File: src/rtl/ram_rw_ctrl_pkg.sv
// rtl/ram_rw_ctrl_pkg.sv - shared types, constants and pattern function for the RAM self-test sequencer
package ram_rw_pkg;

    typedef enum logic [2:0] {
        S_IDLE  = 3'd0,
        S_WRITE = 3'd1,
        S_TURN  = 3'd2,
        S_READ  = 3'd3,
        S_DRAIN = 3'd4,
        S_DONE  = 3'd5
    } state_e;

    localparam int TURN_CYCLES = 1;

    // Callers truncate the result to their data width.
    function automatic logic [31:0] pattern(input logic [31:0] addr, input logic [31:0] base);
        return addr + base;
    endfunction

endpackage

File: src/rtl/ram_rw_ctrl_if.sv
// rtl/ram_rw_ctrl_if.sv - two-port RAM bus between the self-test sequencer and the RAM
interface ram_rw_ctrl_if #(
    parameter int AW = 6,
    parameter int DW = 8
) ();
    logic          ram_wr_en;
    logic          ram_wr_we;
    logic [AW-1:0] ram_wr_addr;
    logic [DW-1:0] ram_wr_data;
    logic          ram_rd_en;
    logic [AW-1:0] ram_rd_addr;
    logic [DW-1:0] ram_rd_data;

    modport master (
        output ram_wr_en, ram_wr_we, ram_wr_addr, ram_wr_data,
        output ram_rd_en, ram_rd_addr,
        input  ram_rd_data
    );

    modport slave (
        input  ram_wr_en, ram_wr_we, ram_wr_addr, ram_wr_data,
        input  ram_rd_en, ram_rd_addr,
        output ram_rd_data
    );
endinterface

File: src/rtl/ram_rw_ctrl_rd_checker.sv
// rtl/ram_rw_ctrl_rd_checker.sv - read-latency aligned comparator with sticky error and mismatch count
module ram_rd_checker
    import ram_rw_pkg::*;
#(
    parameter int          AW        = 6,
    parameter int          DW        = 8,
    parameter int unsigned DATA_BASE = 'h10,
    parameter int          RD_LAT    = 1
) (
    input  logic          clk,
    input  logic          rst_n,
    input  logic          clear,
    input  logic          rd_en,
    input  logic [AW-1:0] rd_addr,
    input  logic [DW-1:0] rd_data,
    output logic          err,
    output logic [AW:0]   err_cnt
);

    logic [RD_LAT-1:0]         vld_q, vld_d;
    logic [RD_LAT-1:0][DW-1:0] exp_q, exp_d;
    logic                      err_q, err_d;
    logic [AW:0]               err_cnt_q, err_cnt_d;
    logic                      mismatch;

    always_comb begin
        vld_d     = vld_q;
        exp_d     = exp_q;
        err_d     = err_q;
        err_cnt_d = err_cnt_q;
        mismatch  = vld_q[RD_LAT-1] && (rd_data != exp_q[RD_LAT-1]);

        // Stage RD_LAT-1 lines up with the data the RAM returns this cycle.
        for (int i = RD_LAT - 1; i > 0; i--) begin
            vld_d[i] = vld_q[i-1];
            exp_d[i] = exp_q[i-1];
        end
        vld_d[0] = rd_en;
        exp_d[0] = DW'(pattern(32'(rd_addr), 32'(DATA_BASE)));

        if (clear) begin
            vld_d     = '0;
            err_d     = 1'b0;
            err_cnt_d = '0;
        end else if (mismatch) begin
            err_d     = 1'b1;
            err_cnt_d = err_cnt_q + (AW+1)'(1);
        end
    end

    always_ff @(posedge clk or negedge rst_n) begin
        if (!rst_n) begin
            vld_q     <= '0;
            exp_q     <= '0;
            err_q     <= 1'b0;
            err_cnt_q <= '0;
        end else begin
            vld_q     <= vld_d;
            exp_q     <= exp_d;
            err_q     <= err_d;
            err_cnt_q <= err_cnt_d;
        end
    end

    assign err     = err_q;
    assign err_cnt = err_cnt_q;

endmodule

File: src/rtl/ram_rw_ctrl.sv
// rtl/ram_rw_ctrl.sv - write-then-read-back self-test sequencer for a two-port RAM
module ram_rw_ctrl
    import ram_rw_pkg::*;
#(
    parameter int          AW        = 6,
    parameter int          DEPTH     = 64,
    parameter int          DW        = 8,
    parameter int unsigned DATA_BASE = 'h10,
    parameter int          RD_LAT    = 1
) (
    input  logic          clk,
    input  logic          rst_n,
    input  logic          start,
    output logic          busy,
    output logic          done,
    output logic          err,
    output logic [AW:0]   err_cnt,
    ram_rw_ctrl_if.master ram
);

    localparam logic [AW-1:0] LAST_ADDR = AW'(DEPTH - 1);

    state_e        state_q, state_d;
    logic [AW-1:0] wr_addr_q, wr_addr_d;
    logic [DW-1:0] wr_data_q, wr_data_d;
    logic [AW-1:0] rd_addr_q, rd_addr_d;
    logic          wr_en_q, wr_en_d;
    logic          rd_en_q, rd_en_d;
    logic          busy_q, busy_d;
    logic          done_q, done_d;
    logic [1:0]    wait_cnt_q, wait_cnt_d;
    logic          accept;

    assign accept = (state_q == S_IDLE) && start;

    always_comb begin
        state_d    = state_q;
        wr_addr_d  = wr_addr_q;
        rd_addr_d  = rd_addr_q;
        wr_en_d    = wr_en_q;
        rd_en_d    = rd_en_q;
        busy_d     = busy_q;
        done_d     = 1'b0;
        wait_cnt_d = wait_cnt_q;

        unique case (state_q)
            S_IDLE: begin
                if (start) begin
                    state_d   = S_WRITE;
                    wr_en_d   = 1'b1;
                    wr_addr_d = '0;
                    rd_addr_d = '0;
                    busy_d    = 1'b1;
                end
            end
            S_WRITE: begin
                if (wr_addr_q == LAST_ADDR) begin
                    state_d    = S_TURN;
                    wr_en_d    = 1'b0;
                    wr_addr_d  = '0;
                    wait_cnt_d = '0;
                end else begin
                    wr_addr_d = wr_addr_q + AW'(1);
                end
            end
            S_TURN: begin
                if (wait_cnt_q == 2'(TURN_CYCLES - 1)) begin
                    state_d   = S_READ;
                    rd_en_d   = 1'b1;
                    rd_addr_d = '0;
                end else begin
                    wait_cnt_d = wait_cnt_q + 2'(1);
                end
            end
            S_READ: begin
                if (rd_addr_q == LAST_ADDR) begin
                    state_d    = S_DRAIN;
                    rd_en_d    = 1'b0;
                    rd_addr_d  = '0;
                    wait_cnt_d = '0;
                end else begin
                    rd_addr_d = rd_addr_q + AW'(1);
                end
            end
            S_DRAIN: begin
                // Hold off DONE until the last read's data has been compared.
                if (wait_cnt_q == 2'(RD_LAT - 1)) begin
                    state_d = S_DONE;
                    done_d  = 1'b1;
                end else begin
                    wait_cnt_d = wait_cnt_q + 2'(1);
                end
            end
            S_DONE: begin
                state_d = S_IDLE;
                busy_d  = 1'b0;
            end
            default: begin
                state_d = S_IDLE;
                wr_en_d = 1'b0;
                rd_en_d = 1'b0;
                busy_d  = 1'b0;
            end
        endcase

        wr_data_d = wr_en_d ? DW'(pattern(32'(wr_addr_d), 32'(DATA_BASE))) : '0;
    end

    always_ff @(posedge clk or negedge rst_n) begin
        if (!rst_n) begin
            state_q    <= S_IDLE;
            wr_addr_q  <= '0;
            wr_data_q  <= '0;
            rd_addr_q  <= '0;
            wr_en_q    <= 1'b0;
            rd_en_q    <= 1'b0;
            busy_q     <= 1'b0;
            done_q     <= 1'b0;
            wait_cnt_q <= '0;
        end else begin
            state_q    <= state_d;
            wr_addr_q  <= wr_addr_d;
            wr_data_q  <= wr_data_d;
            rd_addr_q  <= rd_addr_d;
            wr_en_q    <= wr_en_d;
            rd_en_q    <= rd_en_d;
            busy_q     <= busy_d;
            done_q     <= done_d;
            wait_cnt_q <= wait_cnt_d;
        end
    end

    ram_rd_checker #(
        .AW        (AW),
        .DW        (DW),
        .DATA_BASE (DATA_BASE),
        .RD_LAT    (RD_LAT)
    ) u_chk (
        .clk     (clk),
        .rst_n   (rst_n),
        .clear   (accept),
        .rd_en   (rd_en_q),
        .rd_addr (rd_addr_q),
        .rd_data (ram.ram_rd_data),
        .err     (err),
        .err_cnt (err_cnt)
    );

    assign busy            = busy_q;
    assign done            = done_q;
    assign ram.ram_wr_en   = wr_en_q;
    assign ram.ram_wr_we   = wr_en_q;
    assign ram.ram_wr_addr = wr_addr_q;
    assign ram.ram_wr_data = wr_data_q;
    assign ram.ram_rd_en   = rd_en_q;
    assign ram.ram_rd_addr = rd_addr_q;

endmodule

File: src/flat_wrapper.sv
// flat-port wrapper written by rule: the top's interface ports become plain ports
module ram_rw_ctrl_flat import ram_rw_pkg::*;
#(
    parameter int          AW        = 6,
    parameter int          DEPTH     = 64,
    parameter int          DW        = 8,
    parameter int unsigned DATA_BASE = 'h10,
    parameter int          RD_LAT    = 1
)
  (clk, rst_n, start, busy, done, err, err_cnt, ram_ram_wr_en, ram_ram_wr_we, ram_ram_wr_addr, ram_ram_wr_data, ram_ram_rd_en, ram_ram_rd_addr, ram_ram_rd_data);
  ram_rw_ctrl_if #(.AW(AW), .DW(DW)) ram_i ();
  input  logic clk;
  input  logic rst_n;
  input  logic start;
  output logic busy;
  output logic done;
  output logic err;
  output logic [AW:0] err_cnt;
  output wire logic [$bits(ram_i.ram_wr_en)-1:0] ram_ram_wr_en;
  output wire logic [$bits(ram_i.ram_wr_we)-1:0] ram_ram_wr_we;
  output wire logic [$bits(ram_i.ram_wr_addr)-1:0] ram_ram_wr_addr;
  output wire logic [$bits(ram_i.ram_wr_data)-1:0] ram_ram_wr_data;
  output wire logic [$bits(ram_i.ram_rd_en)-1:0] ram_ram_rd_en;
  output wire logic [$bits(ram_i.ram_rd_addr)-1:0] ram_ram_rd_addr;
  input wire logic [$bits(ram_i.ram_rd_data)-1:0] ram_ram_rd_data;
  assign ram_ram_wr_en = ram_i.ram_wr_en;
  assign ram_ram_wr_we = ram_i.ram_wr_we;
  assign ram_ram_wr_addr = ram_i.ram_wr_addr;
  assign ram_ram_wr_data = ram_i.ram_wr_data;
  assign ram_ram_rd_en = ram_i.ram_rd_en;
  assign ram_ram_rd_addr = ram_i.ram_rd_addr;
  assign ram_i.ram_rd_data = ram_ram_rd_data;
  ram_rw_ctrl #(.AW(AW), .DEPTH(DEPTH), .DW(DW), .DATA_BASE(DATA_BASE), .RD_LAT(RD_LAT)) u_core (.clk(clk), .rst_n(rst_n), .start(start), .busy(busy), .done(done), .err(err), .err_cnt(err_cnt), .ram(ram_i));
endmodule
File: config.mk
export PLATFORM = sky130hd
export DESIGN_NAME = ram_rw_ctrl_flat
export DESIGN_NICKNAME = d
export VERILOG_FILES = /design/src/rtl/ram_rw_ctrl_pkg.sv /design/src/rtl/ram_rw_ctrl_if.sv /design/src/rtl/ram_rw_ctrl_rd_checker.sv /design/src/rtl/ram_rw_ctrl.sv /design/src/flat_wrapper.sv
export SDC_FILE = /design/constraint.sdc
export NUM_CORES = 1
export LEC_CHECK = 0
export ABC_AREA = 1
export CAP_MARGIN = 20
export CELL_PAD_IN_SITES_DETAIL_PLACEMENT = 1
export CELL_PAD_IN_SITES_GLOBAL_PLACEMENT = 1
export CORE_MARGIN = 3
export CORE_UTILIZATION = 38
export DETAILED_ROUTE_END_ITERATION = 8
export GPL_TIMING_DRIVEN = 1
export PLACE_DENSITY_LB_ADDON = 0.1
export SYNTH_ARGS = -nofsm -noshare
export SYNTH_HDL_FRONTEND = slang
export SYNTH_SLANG_ARGS = --single-unit
File: constraint.sdc
create_clock -name clk -period 2.1 [get_ports clk]
set_input_delay 0.525 -clock clk [delete_from_list [all_inputs] [get_ports clk]]
set_output_delay 0.525 -clock clk [all_outputs]
set_load 0.02 [all_outputs]
Word-level counts from Yosys, hierarchy flattened:

Index checks and enable logic that the tools add are counted.

* bitwise logic cells: 2
* add/sub/neg operators: 6
* muxes and demuxes: 33
* equality and inequality tests: 14
* reduce and logical (&&, ||, !) cells: 16

Operators with widths (count)
* 6-bit 2-to-1 mux: 5
* 6-bit one-hot mux with 3 select lines: 1
* 3-bit 2-to-1 mux: 5
* 3-bit one-hot mux with 5 select lines: 1
* 6-bit by 5-bit adder with 7-bit output, second input constant: 2
* 7-bit 2-to-1 mux: 2
* 6-bit by 1-bit adder with 6-bit output, second input constant: 2
* 6-bit equality test, second input constant: 2
* 6-bit one-hot mux with 2 select lines: 1
* 4-bit OR reduction: 3
* 1-bit 2-to-1 mux: 10
* 8-bit 2-to-1 mux: 1
* 2-bit by 1-bit != test with 1-bit output, second input constant: 4
* 8-bit by 7-bit != test with 1-bit output: 1
* 7-bit by 1-bit adder with 7-bit output, second input constant: 1
* 3-bit by 2-bit equality test with 1-bit output, second input constant: 2
* 3-bit equality test, second input constant: 2
* 2-bit 2-to-1 mux: 3
* 1-bit one-hot mux with 3 select lines: 2
* 2-bit one-hot mux with 3 select lines: 1
* 3-bit AND reduction: 2
* 3-bit nonzero test: 2
* 5-bit AND reduction: 1
* 2-bit != test, second input constant: 2
* other kinds (11): 13

* output and inout port bits: 33
* bits of input ports: 11
* logic and storage cells: 84
* register bits after elaboration: 45

Logic depth before layout (Yosys ltp):

* depth in word-level cells: 5
* mapped depth: 10
* gate-level depth less buffers: 10

Cells and area by module:

From an unflattened synthesis, not the netlist that was laid out.

* cells, all modules: 304
* area, all modules: 2381.0 um2

Modules (own cells, without submodules)
* ram_rw_ctrl: instances 1, cells an instance 189, area each 1497.7 um2, seq. area each 700.7 um2
* ram_rd_checker: instances 1, cells an instance 115, area each 883.3 um2, seq. area each 400.4 um2

Least setup slack after synthesis:

No wires, ideal clock.

* path type: register to register
* start point: register u_core.wr_addr_q[0], in the netlist u_core.ram.ram_wr_addr[0]
* end point: register u_core.wr_data_q[5], in the netlist u_core.ram.ram_wr_data[5]
* data required time: 1971 ps
* path slack: 423 ps
* data arrival time: 1549 ps
* period minus slack after synthesis: 1677 ps
* library setup time: 129 ps
* buffers on the path: 0
* stages on the path, launching flop included: 10
* path through: dfrtp_1 -> ha_1 -> nand3_2 -> nor2_2 -> inv_2 -> nand2_2 -> o21ai_0 -> ha_1 -> inv_1 -> nor2_1

* cells in the longest elaborated chain, start to end: 5
* elaborated cells on any way between the ends: 9
* classes of those cells: add/sub: 2; eq/ne: 1; mux: 6

Ends and longest elaborated chain
* start: declaration: line ram_rw_ctrl.sv:24 `logic [AW-1:0] wr_addr_q, wr_addr_d;`
* start signal: assignment: line ram_rw_ctrl.sv:122 `wr_addr_q <= wr_addr_d;`
* 6-bit by 1-bit adder with 6-bit output or 6-bit equality test (tied branches): line ram_rw_ctrl.sv:63, ram_rw_ctrl.sv:57
* 6-bit 2-to-1 mux *: line ram_rw_ctrl.sv:57 `if (wr_addr_q == LAST_ADDR) begin`
* 6-bit one-hot mux with 2 select lines *: line ram_rw_ctrl.sv:46 `unique case (state_q)`
* net u_core.wr_addr_d[5]: line ram_rw_ctrl.sv:24
* 6-bit by 5-bit adder with 7-bit output *: line ram_rw_ctrl_pkg.sv:17 `return addr + base;`
* 8-bit 2-to-1 mux *: line ram_rw_ctrl.sv:106 `wr_data_d = wr_en_d ? DW'(pattern(32'(wr_addr_d), 32'(DATA_BASE))) : '0;`
* net u_core.wr_data_d[5]: line ram_rw_ctrl.sv:25 `logic [DW-1:0] wr_data_q, wr_data_d;`
* end signal: assignment: line ram_rw_ctrl.sv:123 `wr_data_q <= wr_data_d;`
* end: declaration: line ram_rw_ctrl.sv:25

Mark *: on every way through the listed nets, which the timed path passes. The rest lies on a longest branch.
A chain may end at the register's enable or synchronous reset.

Worst setup path after layout:

* start point: register u_core.u_chk.err_cnt_q[2], in the netlist u_core.u_chk.err_cnt[2]
* end point: output port err_cnt[2]

RTL lines
* start: declaration: line ram_rw_ctrl_rd_checker.sv:23 `logic [AW:0] err_cnt_q, err_cnt_d;`
* start signal: assignment: line ram_rw_ctrl_rd_checker.sv:61 `err_cnt_q <= err_cnt_d;`
* end: declaration: line flat_wrapper.sv:18 `output logic [AW:0] err_cnt;`

No word-level cell between the ends.

==> metrics.txt <==
outcome=complete, no violations; GRT Total Usage=16.00%; max-cap viol count=0; First-pass DRT Iterations=4; combinational share of power=46.0%; Hold Crit Class=primary input to async pin; CP delay by family, top=buffers and inverters; H-tree levels=2; R2R setup slack=between 0.3 and 0.4 ns; Final Util=about 51%; layout cell share with drive strength beyond 1=between 10 and 15%; Final ANT Viol Nets=0; CP required=about 1.6 ns; CTS Buf Count=5; Final Skew=0.006422 ns; TritonCTS clock tree=yes; EDFF count, synth=0; initial drt markers=between 50 and 60; average routed wire per standard cell=roughly 13 µm; detailed-route DRC error count=0; CP bufs+invs=1; Post-layout nets=roughly 330; worst slew pin tran=about 0.57 ns; sequential share of power=a little over a third; critical register-to-register path endpoint=u_core.ram.ram_wr_data[5]$_DFF_PN0_; Layout area overhead=26.40%; Ant. Diodes=0; clk_lat worst skew=around 0.29 ns; min setup slack post-route=approximately 0.16 ns; final period utilization=92.42%; Worst Path Max Fanout=6; vias in the first global route=1,929; #FFs+latches synth=44; worst r2r src=u_core.ram.ram_wr_addr[0]$_DFF_PN0_; critical path class=flop to primary output; area share of the largest cell type after synthesis=roughly half; die width=83.14 µm; Final GP Congestion=~0.80; switching fraction of total power=42.15%; critical path's largest stage delay=approximately 0.65 ns; Final Slew Violations=0; Die H=about 83 µm; first-pass GRT wire length=about 9000 µm; # setup viols final=0; Int Power=2.181 mW; core area=5642 µm²; Post-Syn Area=around 2300 µm²; syn_area_per_cell=slightly above 8 µm²; Detailed Place HPWL=about 3800 µm; Pwr Density=between 1000 and 1500 nW/µm²; Cells after Synth=272; Max Root-Sink Buffers=2; non-filler cells, final=approximately 390; sequential share of the synthesized area=between 40% and 50%; Starting Density=~40%; clock-pin slew on the worst setup and hold paths=roughly 0.080 ns; Worst setup SP type=flop; endpoint class of the critical path=primary output; distinct cell type count after synthesis=31; Leakage Power=between 1 and 1.5 nW; Worst VDD drop=0.6909 mV; pre-CTS setup slack=roughly 0.068 ns; ranking of synthesized cells by area=dfrtp_1 (49%), nand2_1 (13%), inv_1 (5.6%), nand3_1 (4.2%), ha_1 (3.3%); Sum Neg Setup Slack=0 ns; r2r worst-path depth=9; Synth async-reset ratio=between 90% and 100%; Boundary Pins=44; GRT overflow=0; post_cts resized=0; Post-synth top cells=nand2_1 (80), dfrtp_1 (44), inv_1 (34); Root Driver=clkbuf_8; Yosys top cell by area=dfrtp_1; largest net degree at the start of global routing=between 40 and 50; routed vias=around 1,900; fmax=about 520 MHz; Top FF cell, synth=dfrtp_1; Post-Place Cells=between 300 and 400; clock power share=between 10% and 20%; Vias/cell=about 4.8; Rows=27; cell-by-cell trace of the critical path=clkdlybuf4s50_1; post-synth net total=289; yosys warns=0; TritonCTS Sinks=44; RSZ-0062 raised after global routing=no; Rel. slew slack=62.30%; data arrival time of the critical path=1.42 ns; Post-CTS Setup Repair Bufs=0; final WL=between 5000 and 6000 µm; Worst path depth=1; Period minus WS final=between 1.5 and 2 ns; Crit-path slowest cell=clkdlybuf4s50_1; NetSw=about 1.6 mW; most common cell in the netlist=nand2_1; port bufs=42; Die ar.=between 6000 and 7000 µm²; Final Hold Fails=0; antenna violations before repair=0; Post-CTS Hold Buffers=0
==> power groups by stage <==
| stage | sequential (mW) | clock [mW] | combinational (mW) |
|---|---|---|---|
| floorplan | 1.45 | 0 | 1.02 |
| global placement | 1.35 | 0 | 1.71 |
| detailed placement | 1.35 | 0 | 1.75 |
| CTS | 1.34 | 0.728 | 1.77 |
| global route | 1.38 | 0.764 | 1.93 |
| finish | 1.34 | 0.701 | 1.73 |
==> routing by layer <==
metal	vias to the layer above	GRT usage [%]	wire length, µm
li1	927	-	-
met1	899	20.88	2357
met2	31	26.60	2518
met3	8	3.472	154
met4	0	4.755	74
met5	-	0	0
==> cell type report <==
type	instances	area, µm²
Multi-Input combinational cell	180	952.2
Fill cell	694	2784
Inverter	40	150.1
Sequential cell	44	1101
Timing Repair Buffer	45	437.9
Clock inverter	1	30.03
Clock buffer	7	96.34
Tap cell	72	90.09
==> state kept, by name, summed over array words and instances, names as in the netlist <==
register and cells:
u_core.u_chk.exp_q 7, u_core.u_chk.err_cnt 7, u_core.ram.ram_rd_en 1, u_core.ram.ram_wr_addr 6, u_core.u_chk.vld_q 1, u_core.done 1
u_core.busy 1, u_core.state_q 3, u_core.ram.ram_rd_addr 6, u_core.u_chk.err 1, u_core.ram.ram_wr_en 1, u_core.wait_cnt_q 2
u_core.ram.ram_wr_data 7
==> metrics by stage <==
stage / power [mW] / hold WS [ns] / cell area [µm²]
2_1_floorplan: 2.472 / 0.2294 / 2261
3_3_place_gp: 3.064 / 0.4332 / 2731
3_5_place_dp: 3.103 / 0.4511 / 2731
4_1_cts: 3.833 / 0.3243 / 2858
5_1_grt: 4.082 / 0.3518 / 2858
6_report: 3.771 / 0.3114 / 2858
==> worst max-delay path by stage <==
| stage | from | endpoint | slack (ns) |
|---|---|---|---|
| after floorplan | u_core.ram.ram_wr_addr[0]$_DFF_PN0_ | u_core.ram.ram_wr_data[5]$_DFF_PN0_ | 0.42 |
| after global placement | start | u_core.ram.ram_wr_data[5]$_DFF_PN0_ | 0.11 |
| after CTS | u_core.ram.ram_wr_addr[2]$_DFF_PN0_ | ram_ram_wr_addr[2] | 0.14 |
| after detailed placement | start | u_core.ram.ram_wr_data[5]$_DFF_PN0_ | 0.07 |
| final | u_core.u_chk.err_cnt[2]$_DFFE_PN0P_ | err_cnt[2] | 0.16 |
| after global routing | u_core.ram.ram_wr_addr[2]$_DFF_PN0_ | ram_ram_wr_addr[2] | 0.09 |
==> kinds of logic (layout without fill, tap and decap cells) <==
| group | Yosys count | count (layout) | synth area share (%) |
|---|---|---|---|
| xor+xnor | 7 | 7 | 2.712 |
| buf+inv | 48 | 93 | 9.186 |
| compound gates | 17 | 17 | 4.981 |
| fa+ha+maj | 6 | 6 | 3.320 |
| flops | 44 | 44 | 48.70 |
| other cells | 1 | 1 | 0.1659 |
| simple gates | 149 | 149 | 30.94 |
==> layout by cell type (no fill, tap or decap), types with 2 or more instances in the layout <==
master | Yosys | final
nand2_1 | 80 | 80
dfrtp_1 | 44 | 44
clkdlybuf4s50_1 | 0 | 41
inv_1 | 34 | 34
nand3_1 | 19 | 19
nor2_1 | 17 | 17
nand4_1 | 11 | 11
nand2_2 | 9 | 9
clkbuf_8 | 0 | 7
inv_2 | 6 | 6
o21ai_0 | 6 | 6
ha_1 | 6 | 6
xnor2_1 | 5 | 5
nor2_2 | 3 | 3
nand2_4 | 3 | 3
o21ai_1 | 3 | 3
buf_4 | 7 | 3
o211ai_2 | 2 | 2
xor2_1 | 2 | 2
a21oi_1 | 2 | 2
Power figures use the tool's default switching activity.
